<file path="src/rtl/fc_train_sequencer_if.sv">
// Sample-side, fc-side and result-side signals of fc_train_sequencer in one bundle.
// FC_SEQ_TIMEOUT_EN adds timeout_out.
interface fc_train_sequencer_if #(
  parameter int unsigned N  = 27,
  parameter int unsigned CW = 16
);
  localparam int unsigned EW = $clog2(N + 1);

  logic          s_valid_in;
  logic          s_ready_out;
  logic [N-1:0]  s_data_in;
  logic [N-1:0]  s_target_in;
  logic          s_train_in;
  logic [N-1:0]  fc_fin_out;
  logic [N-1:0]  fc_bin_out;
  logic          fc_fd_prop_out;
  logic          fc_bk_prop_out;
  logic          fc_oscillator_out;
  logic          fc_fd_done_in;
  logic          fc_bk_done_in;
  logic [N-1:0]  fc_fout_in;
  logic          m_valid_out;
  logic          m_ready_in;
  logic [N-1:0]  m_data_out;
  logic [EW-1:0] m_err_count_out;
  logic [CW-1:0] sample_count_out;
  logic          busy_out;
`ifdef FC_SEQ_TIMEOUT_EN
  logic          timeout_out;
`endif

  // master: the sequencer; slave: sample source, fc network and result sink.
  modport master (
    input  s_valid_in, s_data_in, s_target_in, s_train_in,
    input  fc_fd_done_in, fc_bk_done_in, fc_fout_in, m_ready_in,
    output s_ready_out, fc_fin_out, fc_bin_out, fc_fd_prop_out, fc_bk_prop_out,
    output fc_oscillator_out, m_valid_out, m_data_out, m_err_count_out,
`ifdef FC_SEQ_TIMEOUT_EN
    output timeout_out,
`endif
    output sample_count_out, busy_out
  );

  modport slave (
    output s_valid_in, s_data_in, s_target_in, s_train_in,
    output fc_fd_done_in, fc_bk_done_in, fc_fout_in, m_ready_in,
    input  s_ready_out, fc_fin_out, fc_bin_out, fc_fd_prop_out, fc_bk_prop_out,
    input  fc_oscillator_out, m_valid_out, m_data_out, m_err_count_out,
`ifdef FC_SEQ_TIMEOUT_EN
    input  timeout_out,
`endif
    input  sample_count_out, busy_out
  );
endinterface

</file>
<file path="src/rtl/fc_train_sequencer.sv">
// Sequences forward (and in training, backward) propagation of one fc network per sample.
// Optional FC_SEQ_TIMEOUT_EN bounds the wait for each done pulse to TIMEOUT cycles.
module fc_train_sequencer #(
  parameter int unsigned N       = 27,
  parameter int unsigned TIMEOUT = 255,
  parameter int unsigned CW      = 16
) (
  input logic                  clk_in,
  input logic                  rst_in,
  fc_train_sequencer_if.master bus
);
  localparam int unsigned EW = $clog2(N + 1);

  if (TIMEOUT < 1) begin : g_timeout_check
    $error("TIMEOUT must be at least 1");
  end

  typedef enum logic [2:0] {StIdle, StFwd, StFwdWait, StBwd, StBwdWait, StOut} state_e;

  state_e        state_q;
  logic [N-1:0]  fin_q, bin_q, target_q, mdata_q;
  logic          train_q, ready_q, fd_q, bk_q, osc_q, mvalid_q, busy_q;
  logic [EW-1:0] errcnt_q;
  logic [CW-1:0] count_q;
  logic [N-1:0]  err;
  logic [EW-1:0] err_pop;

`ifdef FC_SEQ_TIMEOUT_EN
  localparam int unsigned TW = $clog2(TIMEOUT + 1);
  logic [TW-1:0] cnt_q;
  logic          timeout_q;
  logic          expired;
  assign expired         = (cnt_q == TW'(TIMEOUT - 1));
  assign bus.timeout_out = timeout_q;
`endif

  always_comb begin
    err     = bus.fc_fout_in ^ target_q;
    err_pop = '0;
    for (int i = 0; i < N; i++) begin
      err_pop = err_pop + EW'(err[i]);
    end
  end

  always_ff @(posedge clk_in or negedge rst_in) begin
    if (!rst_in) begin
      state_q  <= StIdle;
      fin_q    <= '0;
      bin_q    <= '0;
      target_q <= '0;
      mdata_q  <= '0;
      train_q  <= 1'b0;
      ready_q  <= 1'b0;
      fd_q     <= 1'b0;
      bk_q     <= 1'b0;
      osc_q    <= 1'b0;
      mvalid_q <= 1'b0;
      busy_q   <= 1'b0;
      errcnt_q <= '0;
      count_q  <= '0;
`ifdef FC_SEQ_TIMEOUT_EN
      cnt_q     <= '0;
      timeout_q <= 1'b0;
`endif
    end else begin
      fd_q <= 1'b0;
      bk_q <= 1'b0;
      unique case (state_q)
        StIdle: begin
          // Ready comes up one cycle after reset release, then stays up while idle.
          ready_q <= 1'b1;
          if (bus.s_valid_in && ready_q) begin
            fin_q    <= bus.s_data_in;
            target_q <= bus.s_target_in;
            train_q  <= bus.s_train_in;
            bin_q    <= '0;
            ready_q  <= 1'b0;
            busy_q   <= 1'b1;
            fd_q     <= 1'b1;
            state_q  <= StFwd;
          end
        end
        StFwd: begin
          state_q <= StFwdWait;
`ifdef FC_SEQ_TIMEOUT_EN
          cnt_q <= '0;
`endif
        end
        StFwdWait: begin
`ifdef FC_SEQ_TIMEOUT_EN
          cnt_q <= cnt_q + 1'b1;
`endif
          if (bus.fc_fd_done_in) begin
            mdata_q  <= bus.fc_fout_in;
            errcnt_q <= err_pop;
            if (train_q) begin
              bin_q   <= err;
              bk_q    <= 1'b1;
              state_q <= StBwd;
            end else begin
              mvalid_q <= 1'b1;
              state_q  <= StOut;
            end
          end
`ifdef FC_SEQ_TIMEOUT_EN
          else if (expired) begin
            mdata_q   <= '0;
            errcnt_q  <= EW'(N);
            timeout_q <= 1'b1;
            mvalid_q  <= 1'b1;
            state_q   <= StOut;
          end
`endif
        end
        StBwd: begin
          state_q <= StBwdWait;
`ifdef FC_SEQ_TIMEOUT_EN
          cnt_q <= '0;
`endif
        end
        StBwdWait: begin
`ifdef FC_SEQ_TIMEOUT_EN
          cnt_q <= cnt_q + 1'b1;
`endif
          if (bus.fc_bk_done_in) begin
            osc_q    <= ~osc_q;
            mvalid_q <= 1'b1;
            state_q  <= StOut;
          end
`ifdef FC_SEQ_TIMEOUT_EN
          else if (expired) begin
            mdata_q   <= '0;
            errcnt_q  <= EW'(N);
            timeout_q <= 1'b1;
            mvalid_q  <= 1'b1;
            state_q   <= StOut;
          end
`endif
        end
        StOut: begin
          if (bus.m_ready_in) begin
            mvalid_q <= 1'b0;
            count_q  <= count_q + 1'b1;
            busy_q   <= 1'b0;
            ready_q  <= 1'b1;
            state_q  <= StIdle;
`ifdef FC_SEQ_TIMEOUT_EN
            timeout_q <= 1'b0;
`endif
          end
        end
        default: state_q <= StIdle;
      endcase
    end
  end

  assign bus.s_ready_out       = ready_q;
  assign bus.fc_fin_out        = fin_q;
  assign bus.fc_bin_out        = bin_q;
  assign bus.fc_fd_prop_out    = fd_q;
  assign bus.fc_bk_prop_out    = bk_q;
  assign bus.fc_oscillator_out = osc_q;
  assign bus.m_valid_out       = mvalid_q;
  assign bus.m_data_out        = mdata_q;
  assign bus.m_err_count_out   = errcnt_q;
  assign bus.sample_count_out  = count_q;
  assign bus.busy_out          = busy_q;
endmodule

</file>
<file path="src/flat_wrapper.sv">
// flat-port wrapper written by rule: the top's interface ports become plain ports
module fc_train_sequencer_flat 
#(
  parameter int unsigned N       = 27,
  parameter int unsigned TIMEOUT = 255,
  parameter int unsigned CW      = 16
)
  (clk_in, rst_in, bus_s_valid_in, bus_s_data_in, bus_s_target_in, bus_s_train_in, bus_fc_fd_done_in, bus_fc_bk_done_in, bus_fc_fout_in, bus_m_ready_in, bus_s_ready_out, bus_fc_fin_out, bus_fc_bin_out, bus_fc_fd_prop_out, bus_fc_bk_prop_out, bus_fc_oscillator_out, bus_m_valid_out, bus_m_data_out, bus_m_err_count_out, bus_sample_count_out, bus_busy_out);
  fc_train_sequencer_if #(.N(N), .CW(CW)) bus_i ();
  input logic clk_in;
  input logic rst_in;
  input wire logic [$bits(bus_i.s_valid_in)-1:0] bus_s_valid_in;
  input wire logic [$bits(bus_i.s_data_in)-1:0] bus_s_data_in;
  input wire logic [$bits(bus_i.s_target_in)-1:0] bus_s_target_in;
  input wire logic [$bits(bus_i.s_train_in)-1:0] bus_s_train_in;
  input wire logic [$bits(bus_i.fc_fd_done_in)-1:0] bus_fc_fd_done_in;
  input wire logic [$bits(bus_i.fc_bk_done_in)-1:0] bus_fc_bk_done_in;
  input wire logic [$bits(bus_i.fc_fout_in)-1:0] bus_fc_fout_in;
  input wire logic [$bits(bus_i.m_ready_in)-1:0] bus_m_ready_in;
  output wire logic [$bits(bus_i.s_ready_out)-1:0] bus_s_ready_out;
  output wire logic [$bits(bus_i.fc_fin_out)-1:0] bus_fc_fin_out;
  output wire logic [$bits(bus_i.fc_bin_out)-1:0] bus_fc_bin_out;
  output wire logic [$bits(bus_i.fc_fd_prop_out)-1:0] bus_fc_fd_prop_out;
  output wire logic [$bits(bus_i.fc_bk_prop_out)-1:0] bus_fc_bk_prop_out;
  output wire logic [$bits(bus_i.fc_oscillator_out)-1:0] bus_fc_oscillator_out;
  output wire logic [$bits(bus_i.m_valid_out)-1:0] bus_m_valid_out;
  output wire logic [$bits(bus_i.m_data_out)-1:0] bus_m_data_out;
  output wire logic [$bits(bus_i.m_err_count_out)-1:0] bus_m_err_count_out;
  output wire logic [$bits(bus_i.sample_count_out)-1:0] bus_sample_count_out;
  output wire logic [$bits(bus_i.busy_out)-1:0] bus_busy_out;
  assign bus_i.s_valid_in = bus_s_valid_in;
  assign bus_i.s_data_in = bus_s_data_in;
  assign bus_i.s_target_in = bus_s_target_in;
  assign bus_i.s_train_in = bus_s_train_in;
  assign bus_i.fc_fd_done_in = bus_fc_fd_done_in;
  assign bus_i.fc_bk_done_in = bus_fc_bk_done_in;
  assign bus_i.fc_fout_in = bus_fc_fout_in;
  assign bus_i.m_ready_in = bus_m_ready_in;
  assign bus_s_ready_out = bus_i.s_ready_out;
  assign bus_fc_fin_out = bus_i.fc_fin_out;
  assign bus_fc_bin_out = bus_i.fc_bin_out;
  assign bus_fc_fd_prop_out = bus_i.fc_fd_prop_out;
  assign bus_fc_bk_prop_out = bus_i.fc_bk_prop_out;
  assign bus_fc_oscillator_out = bus_i.fc_oscillator_out;
  assign bus_m_valid_out = bus_i.m_valid_out;
  assign bus_m_data_out = bus_i.m_data_out;
  assign bus_m_err_count_out = bus_i.m_err_count_out;
  assign bus_sample_count_out = bus_i.sample_count_out;
  assign bus_busy_out = bus_i.busy_out;
  fc_train_sequencer #(.N(N), .TIMEOUT(TIMEOUT), .CW(CW)) u_core (.clk_in(clk_in), .rst_in(rst_in), .bus(bus_i));
endmodule
</file>
<file path="config.mk">
export PLATFORM = sky130hd
export DESIGN_NAME = fc_train_sequencer_flat
export DESIGN_NICKNAME = d
export VERILOG_FILES = /design/src/rtl/fc_train_sequencer_if.sv /design/src/rtl/fc_train_sequencer.sv /design/src/flat_wrapper.sv
export SDC_FILE = /design/constraint.sdc
export NUM_CORES = 1
export LEC_CHECK = 0
export CORE_MARGIN = 4
export CORE_UTILIZATION = 45
export CTS_BUF_LIST = sky130_fd_sc_hd__clkbuf_4
export DETAILED_ROUTE_END_ITERATION = 8
export GPL_ROUTABILITY_DRIVEN = 0
export GPL_TIMING_DRIVEN = 0
export HOLD_SLACK_MARGIN = 0.06
export PLACE_DENSITY = 0.76
export SYNTH_ARGS = -nofsm -noshare
export SYNTH_HDL_FRONTEND = slang
export SYNTH_SLANG_ARGS = --single-unit
</file>
<file path="constraint.sdc">
create_clock -name clk_in -period 9.2 [get_ports clk_in]
set_input_delay 0.92 -clock clk_in [delete_from_list [all_inputs] [get_ports clk_in]]
set_output_delay 0.92 -clock clk_in [all_outputs]
set_load 0.01 [all_outputs]
</file>
==> impl_results.md <==
* Critical path depth at 18
* Synth async-reset ratio at 100.0%
* Layout net count at 873
* Clk_skew at 0.01543 ns
* Setup_tns at 0 ns
* First-pass GRT wire length at 26,240 um
* Die Ht at 126.4 um
* Synth Instances at 540
* Antenna diodes at 0
* Distinct cells, synth at 38
* CTS tree: done
* Crit Reg-Reg Endpoint: u_core.bus.m_err_count_out[4]$_DFFE_PN0P_
* # clock sinks at 139
* Fmax at 168.9 MHz
* Minimum clock period after layout at 5.922 ns
* Worst path cell trace: clkdlybuf4s50_1, xor2_1, ha_1, fa_1, fa_1, fa_1, fa_1, inv_1, fa_1, fa_1, inv_1, ha_1, inv_1, fa_1, nor2b_1, o21a_1, o21a_1, o31ai_1
* H-tree depth at 4
* CP dominant cell by count: fa_1
* Area of the core at 13,830 um^2
* Worst-Margin Slew at 0.6397 ns
* MaxCap Viol Count at 0
* Vias/cell at 4.974
* Clk slew on worst S/H paths at 0.11 ns
* Critical path required time at 9.65 ns
* Detailed-route wire length per cell at 17.03 um
* RR Startpoint: u_core.target_q[0]$_DFFE_PN0P_
* Slew Limit Fails at 0
* Unrepaired setup endpoints after global routing: false
* Clock latency at the later pin of the worst-skew pair at 0.54 ns
* Pre-CTS setup slack at 2.674 ns
* Setup ws final at 3.278 ns
* Final hold vios at 0
* Initial antenna violation count at 0
* Critical Path AT at 6.37 ns
* Synthesis-to-layout area growth at 39.48%
* PortBufs at 195
* Overflow after GRT at 0
* Register area share after synthesis at 55.10%
* Outcome: complete, no violations
* Die area at 15,990 um^2
* Worst Hold Class: primary input to async pin
* Number of enable flip-flop cells after synthesis at 0
* Global-route usage over all layers at 20.80%
* Syn_nets at 658
* Mapped Area at 6312 um^2
* Slowest stage delay, CP at 0.55 ns
* Hold_buf cts at 0
* CP max FO at 2
* Worst slew margin at 57.35%
* Vias in the first global route at 5,111
* Max stage delay cell, worst path: fa_1
* Layout cell share with drive strength beyond 1 at 13.95%
* Remaining DRCs at 0
* DRT iter0 DRCs at 187
* R2R depth at 17
* Effective utilization at floorplan at 45.65%
* TritonCTS Buffers at 17
* CP endpoint: u_core.bus.m_err_count_out[4]$_DFFE_PN0P_
* Vias at 4,710
* Buffers and inverters on the worst path at 4
* Clock tree buffer depth at 2
* Root Driver: clkbuf_4
* # IOs at 196
* ANT nets after route at 0
* Pin count of the biggest net entering global routing at 72
* Routed WL at 16,120 um
* Synth warnings at 0
* CP delay by family, top: adder cells
* Postcts setup bufs at 0
* CP Launch Type: primary input
* Critical path launch point: bus_fc_fout_in[0]
* First-pass iteration count of the detailed router at 4
* Final worst path period share at 64.37%
* Syn Area/Cell at 11.69 um^2
* Reg2reg setup slack at 3.76 ns
* Most used DFF post-synth: dfrtp_1
* Final setup viols at 0
* # resized after CTS at 0
* Post-DP HPWL at 12,470 um
* Die width at 126.4 um
* Crit end category: flop
* Yosys reg bits at 139
* Crit path kind: primary input to flop
* Rows at 43
-- per-layer routing --
layer	part of all wire (%)	GRT usage, %
met1	40	25.12
met2	49	33.78
met3	9.5	8.842
met4	1.7	6.877
met5	0	0
-- per-stage QoR --
stage                     hold WS (ns)  instance area, um^2  std cells  util [%]
after CTS                       0.3576                 8805        947     63.68
final                           0.3771                 8805        947     63.68
after global placement          0.4584                 8489        915     61.40
after detailed placement        0.4620                 8518        916     61.61
after floorplan                 0.5010                 6312        540         -
after global routing            0.3790                 8805        947     63.68
-- registers in the layout (all words and copies together), names as in the netlist --
| signal | cells |
|---|---|
| u_core.target_q | 27 |
| u_core.bus.m_err_count_out | 5 |
| u_core.bus.fc_fd_prop_out | 1 |
| u_core.state_q | 3 |
| u_core.train_q | 1 |
| u_core.bus.fc_bin_out | 27 |
| u_core.bus.sample_count_out | 16 |
| u_core.bus.fc_fin_out | 27 |
| u_core.bus.fc_bk_prop_out | 1 |
| u_core.bus.m_valid_out | 1 |
| u_core.bus.s_ready_out | 1 |
| u_core.bus.busy_out | 1 |
| u_core.bus.m_data_out | 27 |
| u_core.bus.fc_oscillator_out | 1 |
-- worst reg2reg max path, delay by kind of cell (launching register included) --
kind,cells,cell delay [ns]
AOI/OAI and AO/OA,3,0.57
DFF,1,0.40
and+or+nand+nor,1,0.06
buffers and inverters,3,0.17
adders and majority gates,9,3.92
xor gates and xnor gates,1,0.26
-- Yosys cell counts, types with 2 or more instances --
cell	count	share of area, %
nor3_1	2	0.16
nor4_4	2	0.67
inv_1	19	1.1
dfrtp_1	139	55
a21oi_1	3	0.24
xor2_1	22	3.1
clkbuf_1	4	0.24
nor2_1	9	0.54
o21a_1	3	0.36
ha_1	11	2.2
o21ai_0	20	1.6
nand2_1	147	8.7
o31ai_1	15	1.8
buf_4	6	0.71
nand3_1	7	0.55
and3_1	4	0.40
a21o_1	2	0.24
xnor2_1	23	3.2
mux2_2	49	8.7
mux2_1	5	0.89
buf_6	2	0.36
buf_2	12	0.95
fa_1	19	6.0
-- cell families after synthesis --
logic type,Yosys count,share of synthesized area [%]
compound gates,47,4.718
xor+xnor,45,6.244
fa+ha+maj,30,8.206
buf+inv,43,3.389
flops,139,55.10
mux,55,9.792
simple gates,181,12.55
-- area by class of cell --
cell class	count	area (um^2)
Fill cell	1097	5022
Sequential cell	139	3478
Multi-Input combinational cell	358	2620
Timing Repair Buffer	196	1981
Tap cell	180	225.2
Clock inverter	13	151.4
Buffer	24	142.6
Clock buffer	18	135.1
Inverter	19	71.32
-- how the worst min path moves through the flow --
stage	cells after the start	slack (ns)	endpoint
finish	1	0.38	u_core.bus.fc_fin_out[23]$_DFFE_PN0P_
global route	1	0.38	u_core.bus.fc_fin_out[21]$_DFFE_PN0P_
CTS	1	0.36	u_core.bus.sample_count_out[11]$_DFFE_PN0P_
detailed placement	2	0.46	u_core.bus.m_data_out[24]$_DFFE_PN0P_
global placement	2	0.46	u_core.bus.m_data_out[2]$_DFFE_PN0P_
floorplan	1	0.50	u_core.target_q[10]$_DFFE_PN0P_
-- cell usage in the layout (no fill, tap or decap), types with 2 or more instances in the layout --
cell type and count:
a21o_1 2, a21oi_1 3, and3_1 4, buf_2 12, buf_4 6, buf_6 3
bufinv_16 3, clkbuf_1 4, clkbuf_4 18, clkdlybuf4s50_1 194, clkinv_1 2, clkinv_2 3
clkinvlp_4 4, dfrtp_1 139, fa_1 19, ha_1 11, inv_1 19, mux2_1 5
mux2_2 49, nand2_1 147, nand3_1 7, nor2_1 9, nor3_1 2, nor4_4 2
o21a_1 3, o21ai_0 20, o31ai_1 15, xnor2_1 23, xor2_1 22
Power is left out: the tool's default activity adds up to more than one toggle a clock period on the data nets, which glitch-free logic cannot reach.
